<file path="src/rtl/ipv4_local_lut_mgr_if.sv">
// Bundles the software command/response port and the LUT request port of the
// IPv4 local-address LUT manager. The manager owns the LUT request side, so it
// uses the master modport; software plus the LUT itself sit on the slave side.
interface ipv4_local_lut_mgr_if #(
  parameter int ROW_BITS = 5
);
  logic                i_cmd_valid;
  logic                o_cmd_ready;
  logic [1:0]          i_cmd_op;
  logic [31:0]         i_cmd_ipv4_addr;
  logic                o_rsp_valid;
  logic [1:0]          o_rsp_status;
  logic [ROW_BITS-1:0] o_rsp_row;
  logic [ROW_BITS:0]   o_entry_count;
  logic                o_lut_rd_req;
  logic                i_lut_rd_ack;
  logic [ROW_BITS-1:0] o_lut_rd_addr;
  logic [31:0]         i_lut_rd_ipv4_addr;
  logic                o_lut_wr_req;
  logic                i_lut_wr_ack;
  logic [ROW_BITS-1:0] o_lut_wr_addr;
  logic [31:0]         o_lut_wr_ipv4_addr;

  modport master (
    input  i_cmd_valid, i_cmd_op, i_cmd_ipv4_addr,
    output o_cmd_ready, o_rsp_valid, o_rsp_status, o_rsp_row, o_entry_count,
    output o_lut_rd_req, o_lut_rd_addr, o_lut_wr_req, o_lut_wr_addr, o_lut_wr_ipv4_addr,
    input  i_lut_rd_ack, i_lut_rd_ipv4_addr, i_lut_wr_ack
  );

  modport slave (
    output i_cmd_valid, i_cmd_op, i_cmd_ipv4_addr,
    input  o_cmd_ready, o_rsp_valid, o_rsp_status, o_rsp_row, o_entry_count,
    input  o_lut_rd_req, o_lut_rd_addr, o_lut_wr_req, o_lut_wr_addr, o_lut_wr_ipv4_addr,
    output i_lut_rd_ack, i_lut_rd_ipv4_addr, i_lut_wr_ack
  );
endinterface

</file>
<file path="src/rtl/ipv4_local_lut_mgr.sv">
// IPv4 local-address LUT manager: turns ADD / DEL / CLEAR commands into row
// scans and single-row writes, and keeps a live count of occupied rows.
// A row holding 0.0.0.0 is treated as empty.
module ipv4_local_lut_mgr #(
  parameter int IPV4_LOCAL_LUT_ROWS     = 3,
  parameter int IPV4_LOCAL_LUT_ROW_BITS = 5,
  parameter int ACK_TIMEOUT             = 16
) (
  input  logic Bus2IP_Clk,
  input  logic reset,
  ipv4_local_lut_mgr_if.master bus
);

  localparam int RB     = IPV4_LOCAL_LUT_ROW_BITS;
  localparam int WAIT_W = $clog2(ACK_TIMEOUT) + 1;

  localparam logic [RB-1:0]     LAST_ROW  = RB'(IPV4_LOCAL_LUT_ROWS - 1);
  localparam logic [WAIT_W-1:0] WAIT_LAST = WAIT_W'(ACK_TIMEOUT - 1);

  localparam logic [1:0] OP_ADD   = 2'b00;
  localparam logic [1:0] OP_DEL   = 2'b01;
  localparam logic [1:0] OP_CLEAR = 2'b10;
  localparam logic [1:0] OP_RSVD  = 2'b11;

  localparam logic [1:0] ST_OK    = 2'b00;
  localparam logic [1:0] ST_EXIST = 2'b01;  // EXISTS for ADD, NOT_FOUND for DEL
  localparam logic [1:0] ST_FULL  = 2'b10;
  localparam logic [1:0] ST_ERROR = 2'b11;

  typedef enum logic [2:0] {
    S_IDLE, S_RD_REQ, S_RD_WAIT, S_WR_REQ, S_WR_WAIT, S_RESP
  } state_t;

  state_t             state_reg, state_next;
  logic [1:0]         op_reg, op_next;
  logic [31:0]        addr_reg, addr_next;
  logic [RB-1:0]      row_reg, row_next;
  logic [WAIT_W-1:0]  wait_reg, wait_next;
  logic               free_found_reg, free_found_next;
  logic [RB-1:0]      free_row_reg, free_row_next;
  logic               match_found_reg, match_found_next;
  logic [RB-1:0]      match_row_reg, match_row_next;
  logic [RB-1:0]      wr_addr_reg, wr_addr_next;
  logic [31:0]        wr_data_reg, wr_data_next;
  logic [1:0]         rsp_status_reg, rsp_status_next;
  logic [RB-1:0]      rsp_row_reg, rsp_row_next;
  logic [RB:0]        count_reg, count_next;

  // Scan bookkeeping including the row being read in this ack cycle, so the
  // end-of-scan decision can use the last row without an extra cycle.
  logic          last_row;
  logic          rd_zero, rd_match;
  logic          free_found_now, match_found_now;
  logic [RB-1:0] free_row_now, match_row_now;

  assign last_row        = (row_reg == LAST_ROW);
  assign rd_zero         = (bus.i_lut_rd_ipv4_addr == 32'd0);
  assign rd_match        = (bus.i_lut_rd_ipv4_addr == addr_reg);
  assign free_found_now  = free_found_reg | rd_zero;
  assign free_row_now    = free_found_reg ? free_row_reg : row_reg;
  assign match_found_now = match_found_reg | rd_match;
  assign match_row_now   = match_found_reg ? match_row_reg : row_reg;

  assign bus.o_cmd_ready        = (state_reg == S_IDLE);
  assign bus.o_lut_rd_req       = (state_reg == S_RD_REQ);
  assign bus.o_lut_wr_req       = (state_reg == S_WR_REQ);
  assign bus.o_rsp_valid        = (state_reg == S_RESP);
  assign bus.o_lut_rd_addr      = row_reg;
  assign bus.o_lut_wr_addr      = wr_addr_reg;
  assign bus.o_lut_wr_ipv4_addr = wr_data_reg;
  assign bus.o_rsp_status       = rsp_status_reg;
  assign bus.o_rsp_row          = rsp_row_reg;
  assign bus.o_entry_count      = count_reg;

  // State and datapath registers; reset drops any command in flight.
  always_ff @(posedge Bus2IP_Clk) begin
    if (reset) begin
      state_reg       <= S_IDLE;
      op_reg          <= '0;
      addr_reg        <= '0;
      row_reg         <= '0;
      wait_reg        <= '0;
      free_found_reg  <= 1'b0;
      free_row_reg    <= '0;
      match_found_reg <= 1'b0;
      match_row_reg   <= '0;
      wr_addr_reg     <= '0;
      wr_data_reg     <= '0;
      rsp_status_reg  <= '0;
      rsp_row_reg     <= '0;
      count_reg       <= '0;
    end else begin
      state_reg       <= state_next;
      op_reg          <= op_next;
      addr_reg        <= addr_next;
      row_reg         <= row_next;
      wait_reg        <= wait_next;
      free_found_reg  <= free_found_next;
      free_row_reg    <= free_row_next;
      match_found_reg <= match_found_next;
      match_row_reg   <= match_row_next;
      wr_addr_reg     <= wr_addr_next;
      wr_data_reg     <= wr_data_next;
      rsp_status_reg  <= rsp_status_next;
      rsp_row_reg     <= rsp_row_next;
      count_reg       <= count_next;
    end
  end

  // Next-state logic; response fields and the count are loaded on entry to RESP.
  always_comb begin
    state_next       = state_reg;
    op_next          = op_reg;
    addr_next        = addr_reg;
    row_next         = row_reg;
    wait_next        = wait_reg;
    free_found_next  = free_found_reg;
    free_row_next    = free_row_reg;
    match_found_next = match_found_reg;
    match_row_next   = match_row_reg;
    wr_addr_next     = wr_addr_reg;
    wr_data_next     = wr_data_reg;
    rsp_status_next  = rsp_status_reg;
    rsp_row_next     = rsp_row_reg;
    count_next       = count_reg;

    case (state_reg)
      S_IDLE: begin
        if (bus.i_cmd_valid) begin
          op_next          = bus.i_cmd_op;
          addr_next        = bus.i_cmd_ipv4_addr;
          row_next         = '0;
          free_found_next  = 1'b0;
          match_found_next = 1'b0;
          if (bus.i_cmd_op == OP_RSVD ||
              (bus.i_cmd_op != OP_CLEAR && bus.i_cmd_ipv4_addr == 32'd0)) begin
            rsp_status_next = ST_ERROR;
            rsp_row_next    = '0;
            state_next      = S_RESP;
          end else if (bus.i_cmd_op == OP_CLEAR) begin
            wr_addr_next = '0;
            wr_data_next = 32'd0;
            state_next   = S_WR_REQ;
          end else begin
            state_next = S_RD_REQ;
          end
        end
      end

      S_RD_REQ: begin
        wait_next  = '0;
        state_next = S_RD_WAIT;
      end

      S_RD_WAIT: begin
        if (bus.i_lut_rd_ack) begin
          if (op_reg == OP_ADD) begin
            free_found_next  = free_found_now;
            free_row_next    = free_row_now;
            match_found_next = match_found_now;
            match_row_next   = match_row_now;
            if (!last_row) begin
              row_next   = row_reg + 1'b1;
              state_next = S_RD_REQ;
            end else if (match_found_now) begin
              rsp_status_next = ST_EXIST;
              rsp_row_next    = match_row_now;
              state_next      = S_RESP;
            end else if (free_found_now) begin
              wr_addr_next = free_row_now;
              wr_data_next = addr_reg;
              state_next   = S_WR_REQ;
            end else begin
              rsp_status_next = ST_FULL;
              rsp_row_next    = '0;
              state_next      = S_RESP;
            end
          end else begin
            if (rd_match) begin
              wr_addr_next = row_reg;
              wr_data_next = 32'd0;
              state_next   = S_WR_REQ;
            end else if (!last_row) begin
              row_next   = row_reg + 1'b1;
              state_next = S_RD_REQ;
            end else begin
              rsp_status_next = ST_EXIST;
              rsp_row_next    = '0;
              state_next      = S_RESP;
            end
          end
        end else if (wait_reg == WAIT_LAST) begin
          rsp_status_next = ST_ERROR;
          rsp_row_next    = row_reg;
          state_next      = S_RESP;
        end else begin
          wait_next = wait_reg + 1'b1;
        end
      end

      S_WR_REQ: begin
        wait_next  = '0;
        state_next = S_WR_WAIT;
      end

      S_WR_WAIT: begin
        if (bus.i_lut_wr_ack) begin
          if (op_reg == OP_CLEAR) begin
            if (last_row) begin
              rsp_status_next = ST_OK;
              rsp_row_next    = '0;
              count_next      = '0;
              state_next      = S_RESP;
            end else begin
              row_next     = row_reg + 1'b1;
              wr_addr_next = row_reg + 1'b1;
              state_next   = S_WR_REQ;
            end
          end else if (op_reg == OP_ADD) begin
            rsp_status_next = ST_OK;
            rsp_row_next    = wr_addr_reg;
            count_next      = count_reg + 1'b1;
            state_next      = S_RESP;
          end else if (op_reg == OP_DEL) begin
            rsp_status_next = ST_OK;
            rsp_row_next    = wr_addr_reg;
            count_next      = count_reg - 1'b1;
            state_next      = S_RESP;
          end else begin
            rsp_status_next = ST_ERROR;
            rsp_row_next    = wr_addr_reg;
            state_next      = S_RESP;
          end
        end else if (wait_reg == WAIT_LAST) begin
          rsp_status_next = ST_ERROR;
          rsp_row_next    = wr_addr_reg;
          state_next      = S_RESP;
        end else begin
          wait_next = wait_reg + 1'b1;
        end
      end

      S_RESP: begin
        state_next = S_IDLE;
      end

      default: begin
        state_next = S_IDLE;
      end
    endcase
  end

endmodule

</file>
<file path="src/flat_wrapper.sv">
// flat-port wrapper written by rule: the top's interface ports become plain ports
module ipv4_local_lut_mgr_flat 
#(
  parameter int IPV4_LOCAL_LUT_ROWS     = 3,
  parameter int IPV4_LOCAL_LUT_ROW_BITS = 5,
  parameter int ACK_TIMEOUT             = 16
)
  (Bus2IP_Clk, reset, bus_i_cmd_valid, bus_i_cmd_op, bus_i_cmd_ipv4_addr, bus_o_cmd_ready, bus_o_rsp_valid, bus_o_rsp_status, bus_o_rsp_row, bus_o_entry_count, bus_o_lut_rd_req, bus_o_lut_rd_addr, bus_o_lut_wr_req, bus_o_lut_wr_addr, bus_o_lut_wr_ipv4_addr, bus_i_lut_rd_ack, bus_i_lut_rd_ipv4_addr, bus_i_lut_wr_ack);
  ipv4_local_lut_mgr_if #(.ROW_BITS((5))) bus_i ();
  input  logic Bus2IP_Clk;
  input  logic reset;
  input wire logic [$bits(bus_i.i_cmd_valid)-1:0] bus_i_cmd_valid;
  input wire logic [$bits(bus_i.i_cmd_op)-1:0] bus_i_cmd_op;
  input wire logic [$bits(bus_i.i_cmd_ipv4_addr)-1:0] bus_i_cmd_ipv4_addr;
  output wire logic [$bits(bus_i.o_cmd_ready)-1:0] bus_o_cmd_ready;
  output wire logic [$bits(bus_i.o_rsp_valid)-1:0] bus_o_rsp_valid;
  output wire logic [$bits(bus_i.o_rsp_status)-1:0] bus_o_rsp_status;
  output wire logic [$bits(bus_i.o_rsp_row)-1:0] bus_o_rsp_row;
  output wire logic [$bits(bus_i.o_entry_count)-1:0] bus_o_entry_count;
  output wire logic [$bits(bus_i.o_lut_rd_req)-1:0] bus_o_lut_rd_req;
  output wire logic [$bits(bus_i.o_lut_rd_addr)-1:0] bus_o_lut_rd_addr;
  output wire logic [$bits(bus_i.o_lut_wr_req)-1:0] bus_o_lut_wr_req;
  output wire logic [$bits(bus_i.o_lut_wr_addr)-1:0] bus_o_lut_wr_addr;
  output wire logic [$bits(bus_i.o_lut_wr_ipv4_addr)-1:0] bus_o_lut_wr_ipv4_addr;
  input wire logic [$bits(bus_i.i_lut_rd_ack)-1:0] bus_i_lut_rd_ack;
  input wire logic [$bits(bus_i.i_lut_rd_ipv4_addr)-1:0] bus_i_lut_rd_ipv4_addr;
  input wire logic [$bits(bus_i.i_lut_wr_ack)-1:0] bus_i_lut_wr_ack;
  assign bus_i.i_cmd_valid = bus_i_cmd_valid;
  assign bus_i.i_cmd_op = bus_i_cmd_op;
  assign bus_i.i_cmd_ipv4_addr = bus_i_cmd_ipv4_addr;
  assign bus_o_cmd_ready = bus_i.o_cmd_ready;
  assign bus_o_rsp_valid = bus_i.o_rsp_valid;
  assign bus_o_rsp_status = bus_i.o_rsp_status;
  assign bus_o_rsp_row = bus_i.o_rsp_row;
  assign bus_o_entry_count = bus_i.o_entry_count;
  assign bus_o_lut_rd_req = bus_i.o_lut_rd_req;
  assign bus_o_lut_rd_addr = bus_i.o_lut_rd_addr;
  assign bus_o_lut_wr_req = bus_i.o_lut_wr_req;
  assign bus_o_lut_wr_addr = bus_i.o_lut_wr_addr;
  assign bus_o_lut_wr_ipv4_addr = bus_i.o_lut_wr_ipv4_addr;
  assign bus_i.i_lut_rd_ack = bus_i_lut_rd_ack;
  assign bus_i.i_lut_rd_ipv4_addr = bus_i_lut_rd_ipv4_addr;
  assign bus_i.i_lut_wr_ack = bus_i_lut_wr_ack;
  ipv4_local_lut_mgr #(.IPV4_LOCAL_LUT_ROWS(IPV4_LOCAL_LUT_ROWS), .IPV4_LOCAL_LUT_ROW_BITS(IPV4_LOCAL_LUT_ROW_BITS), .ACK_TIMEOUT(ACK_TIMEOUT)) u_core (.Bus2IP_Clk(Bus2IP_Clk), .reset(reset), .bus(bus_i));
endmodule
</file>
<file path="config.mk">
export PLATFORM = sky130hd
export DESIGN_NAME = ipv4_local_lut_mgr_flat
export DESIGN_NICKNAME = d
export VERILOG_FILES = /design/src/rtl/ipv4_local_lut_mgr_if.sv /design/src/rtl/ipv4_local_lut_mgr.sv /design/src/flat_wrapper.sv
export SDC_FILE = /design/constraint.sdc
export NUM_CORES = 1
export LEC_CHECK = 0
export BUFFER_PORTS_ARGS = -buffer_cell sky130_fd_sc_hd__buf_2
export CAP_MARGIN = 25
export CORE_MARGIN = 2
export CORE_UTILIZATION = 30
export DETAILED_ROUTE_END_ITERATION = 6
export GPL_ROUTABILITY_DRIVEN = 0
export PLACE_DENSITY = 0.52
export SYNTH_ARGS = -nofsm -noshare
export SYNTH_HDL_FRONTEND = slang
export SYNTH_SLANG_ARGS = --single-unit
</file>
<file path="constraint.sdc">
create_clock -name Bus2IP_Clk -period 4.59 [get_ports Bus2IP_Clk]
set_input_delay 0.2295 -clock Bus2IP_Clk [delete_from_list [all_inputs] [get_ports Bus2IP_Clk]]
set_output_delay 0.2295 -clock Bus2IP_Clk [all_outputs]
set_load 0.03 [all_outputs]
</file>
==> metrics <==
# hold bufs at CTS=0; number of remaining DRC errors=0; startpoint types=flop; outcome=completed; pre-CTS WS=1.640 ns; Total Wirelength=17880 µm; max-slew violation count=0; reg2reg path depth=6; Tmin final=2.997 ns; first-pass GRT wire length=27650 µm; Clock Latency Late Sink=0.36 ns; type of the worst setup path=reg2reg; Peak Freq=333.7 MHz; max_cap viols=0; core area=18580 µm²; Syn. warnings=0; clock sinks=109; vias in the first global route=4903; Hold Path Depth=3; hpwl dp=13180 µm; initial antenna violation count=1; Peak VDD IR=0.0001918 V; Pwr per Cell Area=roughly 340 nW/µm²; largest net degree at the start of global routing=a little under 70; Worst Path Max Fanout=20; post-CTS sizing=0; clk slew on worst S/H paths=0.08 ns; Min Hold Slack=0.1164 ns; # fillers=2006; Design Power=0.002298 W; final setup margin=1.593 ns; period utilization=65.29%; relative slew slack=35.97%; # diodes=0; Reg-to-Reg End=u_core.bus.o_rsp_status[1]$_SDFFE_PP0P_; Iteration-0 DRC Markers=376; asr flop ratio synth=0%; Layout Nets=869; Hold Crit Start=bus_i_cmd_ipv4_addr[18]; Synth area leader=dfxtp_1; CTS tree=built; synth-to-layout area growth=18.09%; full die area=19930 µm²; TNS Setup=0 ns; utilization after layout=between 30% and 40%; r2r startpoint=u_core.state_reg[1]$_SDFFE_PP0N_; Post-CTS Setup Bufs=0; cts bufs inserted=9; Arrival @ worst endpoint=about 3.2 ns; H-tree depth=3; top post-synthesis cells by area=dfxtp_1 (39%), nand2_1 (9.0%), xor2_1 (5.7%); Syn Inst Count=686; root buffer cell=clkbuf_16; DRT antenna net count=0; Syn Area/Cell=just over 8 µm²; ys flop type=dfxtp_1; wire length per cell=17.39 µm; via count=5324; Min-Delay Path Class=in2reg; most common cell in the netlist=nand2_1; RSZ-0062 raised after global routing=false; Clock Tree Buf Depth=2; die width=141.2 µm; GRT Util Overall=between 10% and 20%; LEAKAGE=2.797 nW; top-area cell type share of the netlist area=38.65%; Final Hold Fails=0; drt first pass iters=5; starting density of the core=around 30%; Die Span Y=141.2 µm; layout cells sized above 1=between 20% and 30%; area of the multi-input gates=3151 µm²; top-level I/O count=130; Seq/Total Area, Yosys=38.65%; Worst Path Required=between 4 and 5 ns; clk_skew=0.008427 ns; Synth cell types=between 60 and 70; Final setup viols=0; num rows=50; Port Buf Inserts=approximately 130; mapped cell area=5645 µm²; Post-synth EDFFs=0; storage element area=2182 µm²; worst slew pin tran=approximately 0.96 ns; post-synthesis register bit count=109; crit end category=flop; Via density=5.179; hold endpoint=u_core.addr_reg[18]$_SDFFE_PP0P_; remaining global-route overflow=0; Post-synth top cells=nand2_1 (136), dfxtp_1 (109), a21oi_1 (64), nor2_1 (46), nand3_1 (41); Net Count, Synth=766; reg2reg setup slack=roughly 1.6 ns
==> logic make-up (layout without fill, tap and decap cells) <==
group / after synthesis / count (layout) / synth area share [%]
fa+ha+maj: 9 / 9 / 2.128
compound gates: 168 / 168 / 20.99
flops: 109 / 109 / 38.65
simple gates: 292 / 292 / 24.25
buf+inv: 56 / 164 / 5.585
mux: 13 / 13 / 2.349
xor+xnor: 39 / 39 / 6.051
==> worst max path at each step <==
| stage | start | endpoint | slack (ns) |
|---|---|---|---|
| 4_1_cts | u_core.state_reg[2]$_SDFFE_PP0N_ | u_core.bus.o_rsp_status[1]$_SDFFE_PP0P_ | 1.62 |
| 3_3_place_gp | u_core.state_reg[2]$_SDFFE_PP0N_ | u_core.bus.o_rsp_status[1]$_SDFFE_PP0P_ | 1.66 |
| 6_report | u_core.state_reg[1]$_SDFFE_PP0N_ | u_core.bus.o_rsp_status[1]$_SDFFE_PP0P_ | 1.59 |
| 3_5_place_dp | u_core.state_reg[2]$_SDFFE_PP0N_ | u_core.bus.o_rsp_status[1]$_SDFFE_PP0P_ | 1.64 |
| 5_1_grt | u_core.state_reg[1]$_SDFFE_PP0N_ | u_core.bus.o_rsp_status[1]$_SDFFE_PP0P_ | 1.34 |
| 2_1_floorplan | u_core.state_reg[2]$_SDFFE_PP0N_ | u_core.bus.o_rsp_status[1]$_SDFFE_PP0P_ | 1.97 |
==> cells in the final DEF (no fill, tap or decap), types with 7 or more instances in the layout <==
cell type	instances
o21ai_0	14
a32o_1	7
inv_1	10
dfxtp_1	109
a21oi_1	64
nand3_1	41
nor4_1	20
a31oi_1	7
nand2_1	136
a21o_1	8
clkbuf_16	9
mux2i_1	11
buf_4	7
xor2_1	37
nand4_1	8
nor2_1	45
nor3_1	8
buf_2	129
ha_1	8
o21ai_2	28
==> power by group <==
part / leakage (nW) / total, W / internal (W) / switching [W]
Sequential: 0.885 / 0.00105 / 0.000992 / 0.0000608
Clock: 0.147 / 0.000784 / 0.000395 / 0.000390
Combinational: 1.77 / 0.000460 / 0.000151 / 0.000310
Total: 2.80 / 0.00230 / 0.00154 / 0.000760
==> worst max-delay path: stages, from the launching register on <==
cell	delay [ns]
dfxtp_1	0.49
nor3_1	0.58
and2_1	0.67
a22oi_1	0.21
a31oi_1	0.24
nor3b_2	0.34
mux2_1	0.35
==> per-stage QoR <==
step | instance area [µm²] | cells
global placement | 6374 | 1012
floorplan | 5645 | 686
finish | 6666 | 1028
global route | 6666 | 1028
CTS | 6666 | 1028
detailed placement | 6374 | 1012
==> layer usage <==
metal / part of all wire [%] / vias up / track usage (%)
li1: - / 2642 / -
met1: 47 / 2508 / 25.06
met2: 46 / 163 / 28.31
met3: 6.5 / 9 / 4.484
met4: 0.62 / 2 / 3.000
met5: 0.073 / - / 0
==> area by class of cell <==
| cell class | instances | area share, % |
|---|---|---|
| Tap cell | 234 | 4.392 |
| Timing Repair Buffer | 136 | 10.47 |
| Sequential cell | 109 | 32.73 |
| Multi-Input combinational cell | 521 | 47.26 |
| Clock inverter | 6 | 0.8071 |
| Clock buffer | 10 | 3.585 |
| Inverter | 12 | 0.7508 |
Note: power is estimated with default switching activity, not from simulation.
